**config.mk**
```make
export PLATFORM = sky130hd
export DESIGN_NAME = uart_receiver
export DESIGN_NICKNAME = d
export VERILOG_FILES = /design/src/rtl/uart_receiver.sv
export SDC_FILE = /design/constraint.sdc
export NUM_CORES = 1
export LEC_CHECK = 0
export CAP_MARGIN = 20
export CORE_MARGIN = 3
export CORE_UTILIZATION = 60
export DETAILED_ROUTE_END_ITERATION = 12
export PLACE_DENSITY = 0.89
export SKIP_CTS_REPAIR_TIMING = 1
export SYNTH_ARGS = -nofsm -noshare
export SYNTH_HDL_FRONTEND = slang
export SYNTH_SLANG_ARGS = --single-unit
```
**constraint.sdc**
```tcl
create_clock -name sysclk -period 7.6 [get_ports sysclk]
set_input_delay 1.9 -clock sysclk [delete_from_list [all_inputs] [get_ports sysclk]]
set_output_delay 1.9 -clock sysclk [all_outputs]
set_load 0.01 [all_outputs]
```
**src/rtl/uart_receiver.sv**
```systemverilog
// UART 8N1 receiver: 2-flop synchroniser, 16x oversampled FSM, FWFT FIFO.
// Ports: sysclk/reset, rx, rd_en, err_clr in; rx_data/rx_valid/count/flags/rx_irq out.
module uart_receiver #(
  parameter int CLK_HZ     = 100000000,
  parameter int BAUD       = 9600,
  parameter int FIFO_DEPTH = 4
) (
  input  logic                          sysclk,
  input  logic                          reset,
  input  logic                          rx,
  input  logic                          rd_en,
  input  logic                          err_clr,
  output logic [7:0]                    rx_data,
  output logic                          rx_valid,
  output logic [$clog2(FIFO_DEPTH):0]   count,
  output logic                          frame_err,
  output logic                          overrun,
  output logic                          rx_irq
);

  localparam int DIV = CLK_HZ / (BAUD * 16);
  localparam int DW  = (DIV > 1) ? $clog2(DIV) : 1;
  localparam int AW  = $clog2(FIFO_DEPTH);
  localparam int CW  = AW + 1;
  localparam logic [DW-1:0] DIV_LAST = DW'(DIV - 1);
  localparam logic [CW-1:0] FULL     = CW'(FIFO_DEPTH);

  typedef enum logic [2:0] {
    S_IDLE,
    S_START,
    S_DATA,
    S_STOP,
    S_BREAK
  } state_t;

  logic          r_sync1;
  logic          r_sync2;
  logic [DW-1:0] r_div;
  state_t        r_state;
  logic [3:0]    r_scnt;
  logic [2:0]    r_bcnt;
  logic [7:0]    r_shreg;
  logic [7:0]    r_mem [FIFO_DEPTH];
  logic [AW-1:0] r_wptr;
  logic [AW-1:0] r_rptr;
  logic [CW-1:0] r_count;
  logic          r_ferr;
  logic          r_ovr;

  logic w_rxs;
  logic w_tick;
  logic w_stop_smp;
  logic w_push;
  logic w_ferr_set;
  logic w_pop;
  logic w_full;
  logic w_wr;
  logic w_ovr_set;

  assign w_rxs      = r_sync2;
  assign w_tick     = (r_div == DIV_LAST);
  assign w_stop_smp = w_tick && (r_state == S_STOP) && (r_scnt == 4'd15);
  assign w_push     = w_stop_smp & w_rxs;
  assign w_ferr_set = w_stop_smp & ~w_rxs;
  assign w_pop      = rd_en & (r_count != '0);
  assign w_full     = (r_count == FULL);
  // a pop in the same cycle frees the slot, so a full FIFO still accepts
  assign w_wr       = w_push & (~w_full | w_pop);
  assign w_ovr_set  = w_push & w_full & ~w_pop;

  always_ff @(posedge sysclk or negedge reset) begin
    if (!reset) begin
      r_sync1 <= 1'b1;
      r_sync2 <= 1'b1;
    end else begin
      r_sync1 <= rx;
      r_sync2 <= r_sync1;
    end
  end

  always_ff @(posedge sysclk or negedge reset) begin
    if (!reset) r_div <= '0;
    else if (w_tick) r_div <= '0;
    else r_div <= r_div + 1'b1;
  end

  // scnt free-runs on every tick; states only clear it where needed
  always_ff @(posedge sysclk or negedge reset) begin
    if (!reset) begin
      r_state <= S_IDLE;
      r_scnt  <= '0;
      r_bcnt  <= '0;
      r_shreg <= '0;
    end else if (w_tick) begin
      r_scnt <= r_scnt + 4'd1;
      unique case (r_state)
        S_IDLE: begin
          if (!w_rxs) begin
            r_scnt  <= '0;
            r_state <= S_START;
          end
        end
        S_START: begin
          if (r_scnt == 4'd7) begin
            if (w_rxs) begin
              r_state <= S_IDLE;
            end else begin
              r_scnt  <= '0;
              r_bcnt  <= '0;
              r_state <= S_DATA;
            end
          end
        end
        S_DATA: begin
          if (r_scnt == 4'd15) begin
            r_shreg <= {w_rxs, r_shreg[7:1]};
            if (r_bcnt == 3'd7) r_state <= S_STOP;
            else r_bcnt <= r_bcnt + 3'd1;
          end
        end
        S_STOP: begin
          if (r_scnt == 4'd15) begin
            r_state <= w_rxs ? S_IDLE : S_BREAK;
          end
        end
        S_BREAK: begin
          if (w_rxs) r_state <= S_IDLE;
        end
        default: r_state <= S_IDLE;
      endcase
    end
  end

  always_ff @(posedge sysclk or negedge reset) begin
    if (!reset) begin
      for (int i = 0; i < FIFO_DEPTH; i++) r_mem[i] <= '0;
      r_wptr  <= '0;
      r_rptr  <= '0;
      r_count <= '0;
    end else begin
      if (w_wr) begin
        r_mem[r_wptr] <= r_shreg;
        r_wptr        <= r_wptr + 1'b1;
      end
      if (w_pop) r_rptr <= r_rptr + 1'b1;
      if (w_wr && !w_pop) r_count <= r_count + 1'b1;
      else if (!w_wr && w_pop) r_count <= r_count - 1'b1;
    end
  end

  // a set in the same cycle as err_clr wins
  always_ff @(posedge sysclk or negedge reset) begin
    if (!reset) begin
      r_ferr <= 1'b0;
      r_ovr  <= 1'b0;
    end else begin
      if (w_ferr_set) r_ferr <= 1'b1;
      else if (err_clr) r_ferr <= 1'b0;
      if (w_ovr_set) r_ovr <= 1'b1;
      else if (err_clr) r_ovr <= 1'b0;
    end
  end

  assign rx_data   = r_mem[r_rptr];
  assign rx_valid  = (r_count != '0);
  assign count     = r_count;
  assign frame_err = r_ferr;
  assign overrun   = r_ovr;
  assign rx_irq    = rx_valid | r_ferr | r_ovr;

endmodule

```
; ---- After elaboration in Yosys (flattened, before gate mapping)
; Cells that the tools add are included.
; Widths: inputs -> output; s select.
[totals]
ff_bits = 71
out_inout_bits = 15
in_bits = 5
elab_cells = 102
[op_classes]
eq_ne = 17
reduce_logical = 16
muxes = 29
bitwise = 14
magnitude_cmp = 3
add_sub_neg = 7
[ops]
columns = operator, count
row1 = $mux 3, 13
row2 = $bwmux 32, 1
row3 = $mux 8, 3
row4 = $bmux 8 s2, 1
row5 = $demux 8 s2, 1
row6 = $pmux 3 s5, 1
row7 = $ne 2x2->1 const B, 7
row8 = $add 10x1->10 const B, 1
row9 = $eq 10x10->1 const B, 1
row10 = $mux 10, 1
row11 = $eq 3x3->1 const B, 3
row12 = $mux 4, 2
row13 = $pmux 4 s2, 1
row14 = $reduce_bool 2->1, 4
row15 = $reduce_and 7->1, 1
row16 = $add 3x1->3 const B, 2
row17 = $and 1x1->1, 6
row18 = $eq 3x2->1 const B, 2
row19 = $ge 3x3->1 const B, 2
row20 = $not 2->3, 2
row21 = $pmux 3 s2, 1
row22 = $reduce_and 6->1, 1
row23 = $logic_and 1x1->1, 5
row24 = $add 2x1->2 const B, 2
row25 = other kinds (15), 22

; ---- Longest topological paths before layout
; Gate-level depths: netlist (run 1).
[logic_depth]
word_depth = 9
ltp_mapped = 12
depth_no_buf = 12

; ---- Worst setup path after synthesis (run 1)
; No wires, ideal clock.
[synth_path]
path_type = input -> register
start = in rd_en
end = reg r_count[2] (netlist: count[2])
slack_ns = 4.028
stages = 9
required_time_ns = 7.521
path_buffers = 0
arrival_time_ns = 3.492
setup_time_ns = 0.079
cell_sequence = nor4b_1 > or4_4 > inv_1 > ha_1 > inv_1 > fa_1 > xor2_1 > nor2_1 > xor2_1
[synth_between]
elab_chain_len = 6
elab_cells_between_ends = 9
classes_between = mux: 1 / bitwise: 3 / reduce/logical: 5
[synth_rtl]
columns = item, line
row1 = start: declaration, 11  ; input logic rd_en,
row2 = $and 1x1->1 (*), 65  ; assign w_pop = rd_en & (r_count != '0);
row3 = $or 1x1->1 (*), 68  ; assign w_wr = w_push & (~w_full | w_pop);
row4 = $and 1x1->1 (*), 68
row5 = via w_wr, 57  ; logic w_wr;
row6 = $logic_not 1->1, 147  ; else if (!w_wr && w_pop) r_count <= r_count - 1'b1;
row7 = $logic_and 1x1->1, 147
row8 = $reduce_bool 2->1 (no source line), -
row9 = end signal: assignment, 146  ; if (w_wr && !w_pop) r_count <= r_count + 1'b1;
row10 = end signal: assignment, 147
row11 = end: declaration, 46  ; logic [CW-1:0] r_count;
; The timed path passes the listed nets; every way through them passes the cells marked *.
; A chain may end at the register's enable or synchronous reset.

; ---- Worst setup path after layout (run 1)
[layout_path]
start = reg r_rptr[0]
end = out rx_data[7]
[layout_between]
elab_chain_len = 4
[layout_rtl]
columns = item, line
row1 = start: declaration, 45  ; logic [AW-1:0] r_rptr;
row2 = start signal: assignment, 145  ; if (w_pop) r_rptr <= r_rptr + 1'b1;
row3 = $not 2->3 (not written as such), 164  ; assign rx_data = r_mem[r_rptr];
row4 = $bmux 8 s2, 164
row5 = $mux 8 (not written as such) (2 in series), 164
row6 = end: declaration, 13  ; output logic [7:0] rx_data,
; Every way passes these cells. The select of a mux whose other input is x is not followed.

==> results of run 1 <==
==> stage by stage <==
stage / setup slack (ns) / utilization, % / cell area (µm²) / instances
floorplan: 4.028 / - / 3346 / 251
global placement: 3.453 / 68.42 / 3583 / 331
detailed placement: 3.303 / 68.42 / 3583 / 331
CTS: 3.477 / 72.84 / 3815 / 347
global route: 3.397 / 72.84 / 3815 / 347
finish: 3.506 / 72.84 / 3815 / 347
==> kinds of logic after synthesis <==
logic type	share of synthesized area, %
simple gates	11.14
xor+xnor	3.665
mux	21.39
compound gates	4.002
buf+inv	2.281
fa+ha+maj	4.338
flops	53.18
==> worst max-delay path, cell delays in order (launching register included) <==
cell and delay, ns:
dfrtp_1 0.76, mux4_2 0.60, clkdlybuf4s50_1 0.49
==> where the power goes <==
part / total (µW) / switching (µW) / internal, µW
clock: 338 / 136 / 202
sequential: 433 / 40.0 / 393
combinational: 97.0 / 37.2 / 59.9
==> path summary, 6_finish.rpt <==
check,start,end,slack (ns),cells past startpoint
max,r_rptr[0],rx_data[7],3.51,2
min,r_sync1,r_sync2,0.36,0
max reg2reg,r_div[4],count[2],4.46,10
min reg2reg,r_sync1,r_sync2,0.36,0
max in group asynchronous,reset,r_bcnt[1],5.29,2
min in group asynchronous,reset,r_mem[29],1.75,2
==> layer usage <==
layer  vias up  routed length [µm]  GRT usage [%]
met5         -                   0              0
met4         0                  84          6.419
met3         7                 244          7.735
met2        37                2955          35.84
met1      1013                2446          24.72
li1        951                   -              -
==> sequential cells by signal, indices dropped and copies added, names as in the netlist <==
signal     cells
r_mem         32
r_div         10
r_shreg        8
r_scnt         4
count          3
r_bcnt         3
r_state        3
r_rptr         2
r_wptr         2
frame_err      1
overrun        1
r_sync1        1
r_sync2        1
==> layout make-up <==
class	instances	area, µm²	area share, %
timing repair buffer	20	192.7	5.051
clock buffer	11	151.4	3.969
inverter	9	33.78	0.8855
multi-input combinational	161	1490	39.06
tap	70	87.58	2.296
clock inverter	5	80.08	2.099
sequential	71	1779	46.64
==> Yosys cell counts, types with 2 or more instances <==
master,n
dfrtp_1,69
mux2_2,44
nor2_1,11
ha_1,10
xnor2_1,10
inv_1,9
mux4_2,8
nand2_1,8
nand3_1,7
and3_1,6
nand2b_1,6
clkbuf_1,5
buf_2,4
mux2i_1,4
o21ai_0,4
xor2_1,4
a21oi_1,3
a22o_1,3
nor2b_1,3
a22oi_1,2
and4_1,2
dfstp_2,2
nand4_1,2
nor3_2,2
o31ai_1,2
o41ai_1,2
or3_1,2
or4_4,2
==> reports/results.ini, run 1 <==
[clock_tree]
cts_sinks=71
clockRootBuffer=clkbuf_8
cts_buffers=9
clkSlewWorstSetupHoldPaths_ns=0.07
cts_max_level=3
cts_tree=done
clock_path_buffers=2
clk-insertion-delay-late_ns=0.35

[global_route]
grt_pass1_vias=2113
antenna_found_initial=0
overflow=0
grt_pass1_wl_um=10070
track_usage_pct=21.03
grt_max_degree=72

[routing]
drc=0
via_per_inst=5.787
drtAntennaViolNets=0
first_pass_iters=4
vias=2008
first_iter_violations=81
routedWlPerCell_um=16.51
routed_wl_um=5730

[job]
maxCapViolations=0

[yosys]
synthFlopType=dfrtp_1
avgSynthCellArea_um2=13.33
synth_area_leader_cell=dfrtp_1
synth_area_mm2=0.003346
synthArstFlopShare_pct=100.0
netlist_instances=251
yosysWarningCount=0
yosysUniqueCellTypes=43
ys_seq_area_share_pct=53.18
synth_area_leaders=dfrtp_1 (52%), mux2_2 (15%), mux4_2 (5.4%)
synth_fp_nets=267
ys_seq_elements=71
synth_edf_count=0
synth_top_area_share_pct=51.61

[critical_path]
cp_max_fo=10
crit_arrival_ns=2.19
required_ns=5.70
critPathLaunchType=register
worstSetupPathType=register to primary output
end_kind=primary output

[sta]
max_slew_margin_pct=42.62
hold_viol=0
fin_worst_skew_ns=0.01214
max_freq_mhz=244.3
rsz0062_at_grt=no
slew_violations=0
setup_tns_ns=0
min_period_over_period_pct=53.87
setup_viol=0
period_minus_slack_ns=4.094
hold_ws_ns=0.3573
tightest_slew_ns=0.8607

[pwr]
p_leak_uw=0.001791
vdd_ir_drop_max_v=0.0002489
total_power_uw=868.1
power.density_mw_per_mm2=227.5

[placement]
dp_hpwl_um=3884
place.gp.congestion=0.7236
port_buffers=19

[finish]
antenna_cells=0
num-nets-final=288
area_delta_synth_final_pct=14.02
fillCellCount=362
layout_commonest_cell=dfrtp_1
final_cell_mix=dfrtp_1 (69), mux2_2 (44), clkdlybuf4s50_1 (18), nor2_1 (11), clkbuf_8 (11)
drive_gt1_share_pct=28.52

[floorplanning]
row_count=26
die_h_um=80.68
start_util_pct=63.88
pin_count=20
die_area_mm2=0.006508
die_w_um=80.68
core-area_mm2=0.005238

[outcome]
status=completed

[min_path]
holdCritPathClass=register to register

(Power assumes the default switching activity.)
==> inputs of run 2 (changes only) <==
Settings changed: CORE_UTILIZATION 60 to 59, PLACE_DENSITY 0.89 to 0.88.
Clock period 7.6 ns to 4.1 ns, I/O delays scaled along.
==> run 2 against run 1 <==
Sequential cell count unchanged. Die area increased by 1.6%. Hold slack about the same. Non-clock buffer count increased by 2. Largest cell class unchanged. Worst setup slack got worse by 2.6 ns. Highest routed layer unchanged. Clock skew decreased by 0.0030 ns. Clock power increased by 59%. Sequential share of layout area increased by 0.17 points.
==> reports/results.ini, run 2 (synthesized netlist as in run 1, its figures left out) <==
[placement]
dp_hpwl_um=4280
port_buffers=19
place.gp.congestion=0.8045
place_ws_ns=0.6798

[floorplanning]
die_area_mm2=0.006611
pin_count=20
die_w_um=81.31
start_util_pct=63.10
core-area_mm2=0.005303
row_count=26
die_h_um=81.31

[finish]
antenna_cells=0
regMostFlops=r_mem
fillCellCount=370
drive_gt1_share_pct=28.32
area_delta_synth_final_pct=13.61
num-nets-final=290
largest_reg_flops=32
largestRegisters=r_mem x32, r_div x10, r_shreg x8
final_cell_mix=dfrtp_1 (69), mux2_2 (44), clkdlybuf4s50_1 (18), nor2_1 (11)
layout_commonest_cell=dfrtp_1

[global_route]
grt_pass1_wl_um=10310
track_usage_pct=21.09
overflow=0
grt_pass1_vias=2206
grt_max_degree=50
antenna_found_initial=0

[routing]
routedWlPerCell_um=17.40
first_pass_iters=4
routed_wl_um=6073
drc=0
vias=2038
via_per_inst=5.840
first_iter_violations=89
drtAntennaViolNets=0

[sta]
tightest_slew_ns=0.6704
rsz0062_at_grt=no
period_minus_slack_ns=3.203
slew_violations=0
max_freq_mhz=312.2
setup_tns_ns=0
fin_worst_skew_ns=0.009180
max_slew_margin_pct=54.67
min_period_over_period_pct=78.12
setup_viol=0
fin_ws_ns=0.8971
hold_viol=0

[clock_tree]
clockRootBuffer=clkbuf_8
clkSlewWorstSetupHoldPaths_ns=0.07
cts_sinks=71
cts_max_level=3
cts_buffers=9
clock_path_buffers=2
cts_tree=done
clk-insertion-delay-late_ns=0.35

[outcome]
status=completed

[critical_path]
cp_max_fo=10
required_ns=3.07
crit_arrival_ns=2.18
worstSetupPathType=register to primary output
critPathLaunchType=register
end_kind=primary output

[min_path]
holdCritPathClass=register to register

[pwr]
power.density_mw_per_mm2=400.8
vdd_ir_drop_max_v=0.0002897
p_leak_uw=0.001784

[job]
maxCapViolations=0

==> run 2: cell types whose count changed in the layout (fill, tap and decap cells not counted) <==
cell       delta
clkbuf_8      -2
buf_12        +1
clkinv_4      +1
clkbuf_1      +2
buf_4         +1
bufinv_16     -1
==> run 2: critical path, stage by stage (launching register included) <==
cell             delay, ns
dfrtp_1               0.74
mux4_2                0.60
clkdlybuf4s50_1       0.49
==> run 2: final timing paths <==
path | start | end | slack, ns | cells past startpoint
setup / recovery | r_rptr[0] | rx_data[7] | 0.90 | 2
hold / removal | r_sync1 | r_sync2 | 0.36 | 0
setup reg to reg | r_div[4] | count[2] | 0.99 | 10
hold reg to reg | r_sync1 | r_sync2 | 0.36 | 0
max in group asynchronous | reset | r_sync1 | 2.73 | 3
min in group asynchronous | reset | r_mem[28] | 0.58 | 1
==> run 2: report_power, final <==
group | internal [µW] | total [µW] | switching (µW)
registers | 728 | 802 | 74.0
logic | 115 | 184 | 69.4
clock network | 281 | 537 | 256
==> run 2: cell type report <==
cell class	count	area, µm²	area share [%]
Inverter	9	33.78	0.8887
Tap cell	70	87.58	2.304
Clock inverter	5	58.81	1.547
Sequential cell	71	1779	46.81
Timing Repair Buffer	22	220.2	5.793
Clock buffer	11	131.4	3.456
Multi-Input combinational cell	161	1490	39.20
==> run 2: metal layers <==
metal  global-route usage [%]  up-vias  part of all wire (%)
met5                        0        -                     0
li1                         -      953                     -
met2                    36.48       26                    52
met3                    6.652       11                   3.1
met1                    24.58     1048                    43
met4                    7.432        0                   1.6
==> run 2: stage by stage <==
step / cells / area [µm²] / power (µW) / hold WS (ns) / util, %
floorplan: 251 / 3346 / 903.0 / 0.3452 / -
global placement: 332 / 3591 / 989.3 / 0.3477 / 67.72
detailed placement: 332 / 3591 / 1001 / 0.3485 / 67.72
CTS: 348 / 3781 / 1538 / 0.3579 / 71.31
global route: 349 / 3801 / 1597 / 0.3684 / 71.68
finish: 349 / 3801 / 1523 / 0.3572 / 71.68
==> edit, RTL diff (flow settings as in run 1) <==
Put a register stage on the output `rx_data`, cleared by the reset. The value now appears one clock later. The other outputs are not delayed to match.
--- a/src/rtl/uart_receiver.sv
+++ b/src/rtl/uart_receiver.sv
@@ -163,3 +163,9 @@
 
-  assign rx_data   = r_mem[r_rptr];
+  always_ff @(posedge sysclk or negedge reset) begin
+    if (!reset) begin
+      rx_data <= '0;
+    end else begin
+      rx_data <= r_mem[r_rptr];
+    end
+  end
   assign rx_valid  = (r_count != '0);
Check against the original RTL: same outputs for any inputs over 10 cycles, from zero or initial values and one cycle with reset low; that may be too few to reach the edited logic, so the function may still have changed.
==> edit against run 1 <==
Wire length increased by 9.4%; area after synthesis grew 6.9%; largest power group unchanged; worst hold slack improved by 3.0 ps; critical endpoint is now rx_irq; via count up 4.8%; final area up 6.4%; setup slack gained 140 ps; synthesized cell count rose by 1.6%; sequential cell count increased by 8; total power is 13% higher; highest routed layer unchanged; critical path depth grew 1.
==> edit: results (changes against run 1) <==
================================================================================
Pin count of the biggest net entering global routing                          80   was 72
Sequential share of the synthesized area                                   0.553   was 0.532
Syn Nets                                                                     271   was 267
Hold Slack                                                                360 ps   was 357 ps
Half-perimeter wire length after detailed placement                      4160 µm   was 3880 µm
Peak per-stage delay on the critical path                                 480 ps   was 760 ps
Placer's final routability congestion estimate                             0.868   was 0.724
Worst-case clock skew                                                    9.59 ps   was 12.1 ps
Synth top cells by count                                            dfrtp_1, mux2_1, nor2_1   was dfrtp_1, mux2_2, nor2_1
1st-pass router iterations                                                     6   was 4
Via count                                                                   2105   was 2008
Biggest registers after layout                                      r_mem (32), r_div (10)   was r_mem (32), r_div (10), r_shreg (8)
Final standard cell count with taps included and fillers excluded            352   was 347
Total leakage power                                                      1.99 nW   was 1.79 nW
Share of post-route cells with drive strength above 1                      0.132   was 0.285
Placement Cell Area                                                  0.00379 mm²   was 0.00358 mm²
Result of the run                                                   finished, final reports clean   unchanged
Worst reg2reg setup slack                                                4830 ps   was 4460 ps
Vias in the first global route                                              2295   was 2113
Number of standard cells after synthesis                                     255   was 251
Highest fanout seen on the critical path                                       5   was 10
Overall routed net length                                                6270 µm   was 5730 µm
Arrival time reported for the critical path endpoint                     2060 ps   was 2190 ps
Normalized max-slew margin                                                 0.363   was 0.426
First-pass GRT wire length                                              10900 µm   was 10100 µm
Worst voltage drop across the vdd grid                                  0.253 mV   was 0.249 mV
CTS clock-pin slew for the worst setup and hold paths                      90 ps   was 70 ps
================================================================================
## edit: where the power goes
part,leakage [nW],internal (mW),total (mW),switching (mW)
registers,1.07,0.435,0.476,0.0414
clock network,0.133,0.255,0.412,0.157
logic,0.781,0.0598,0.0964,0.0367
total,1.99,0.750,0.984,0.235
## edit: cell type report
cell class	count	area, µm²	area share
clock buffers	10	128	0.0314
flip-flops and latches	79	1980	0.488
clock inverters	6	140	0.0345
repair buffers	19	188	0.0462
multi-input cells	158	1500	0.371
well taps	72	90.1	0.0222
inverters	8	30.0	0.00740
## edit: routing by layer
metal	part of all wire	GRT usage
met1	0.41	0.230
met2	0.54	0.343
met3	0.041	0.0605
met4	0.0059	0.0743
met5	0	0
## edit: worst max-delay path by stage
stage	from	to	slack (ps)	cells after the start
5_1_grt	count[0]	rx_irq	3540	3
4_1_cts	count[0]	rx_irq	3610	3
6_report	count[0]	rx_irq	3640	3
2_1_floorplan	rd_en	count[1]	3960	6
3_5_place_dp	rd_en	count[1]	3420	7
3_3_place_gp	rd_en	count[1]	3480	7
## edit: logic make-up after synthesis
logic type               after synthesis  synth area share
multiplexers                          53             0.192
AND/OR/NAND/NOR                       61             0.111
flip-flops                            79             0.553
AO/OA/AOI/OAI                         20            0.0458
XOR/XNOR                              13            0.0318
adder cells (fa/ha/maj)               11            0.0406
buffers and inverters                 18            0.0262
## edit: worst reg2reg max path: stages (launching register included)
cell and delay (ps):
dfrtp_1 430, or4b_4 600, nor3_4 280, nand2_1 90, nor3b_1 230, ha_1 220, inv_1 60, fa_1 370
xor2_1 150, nor2_1 110, xor2_1 160
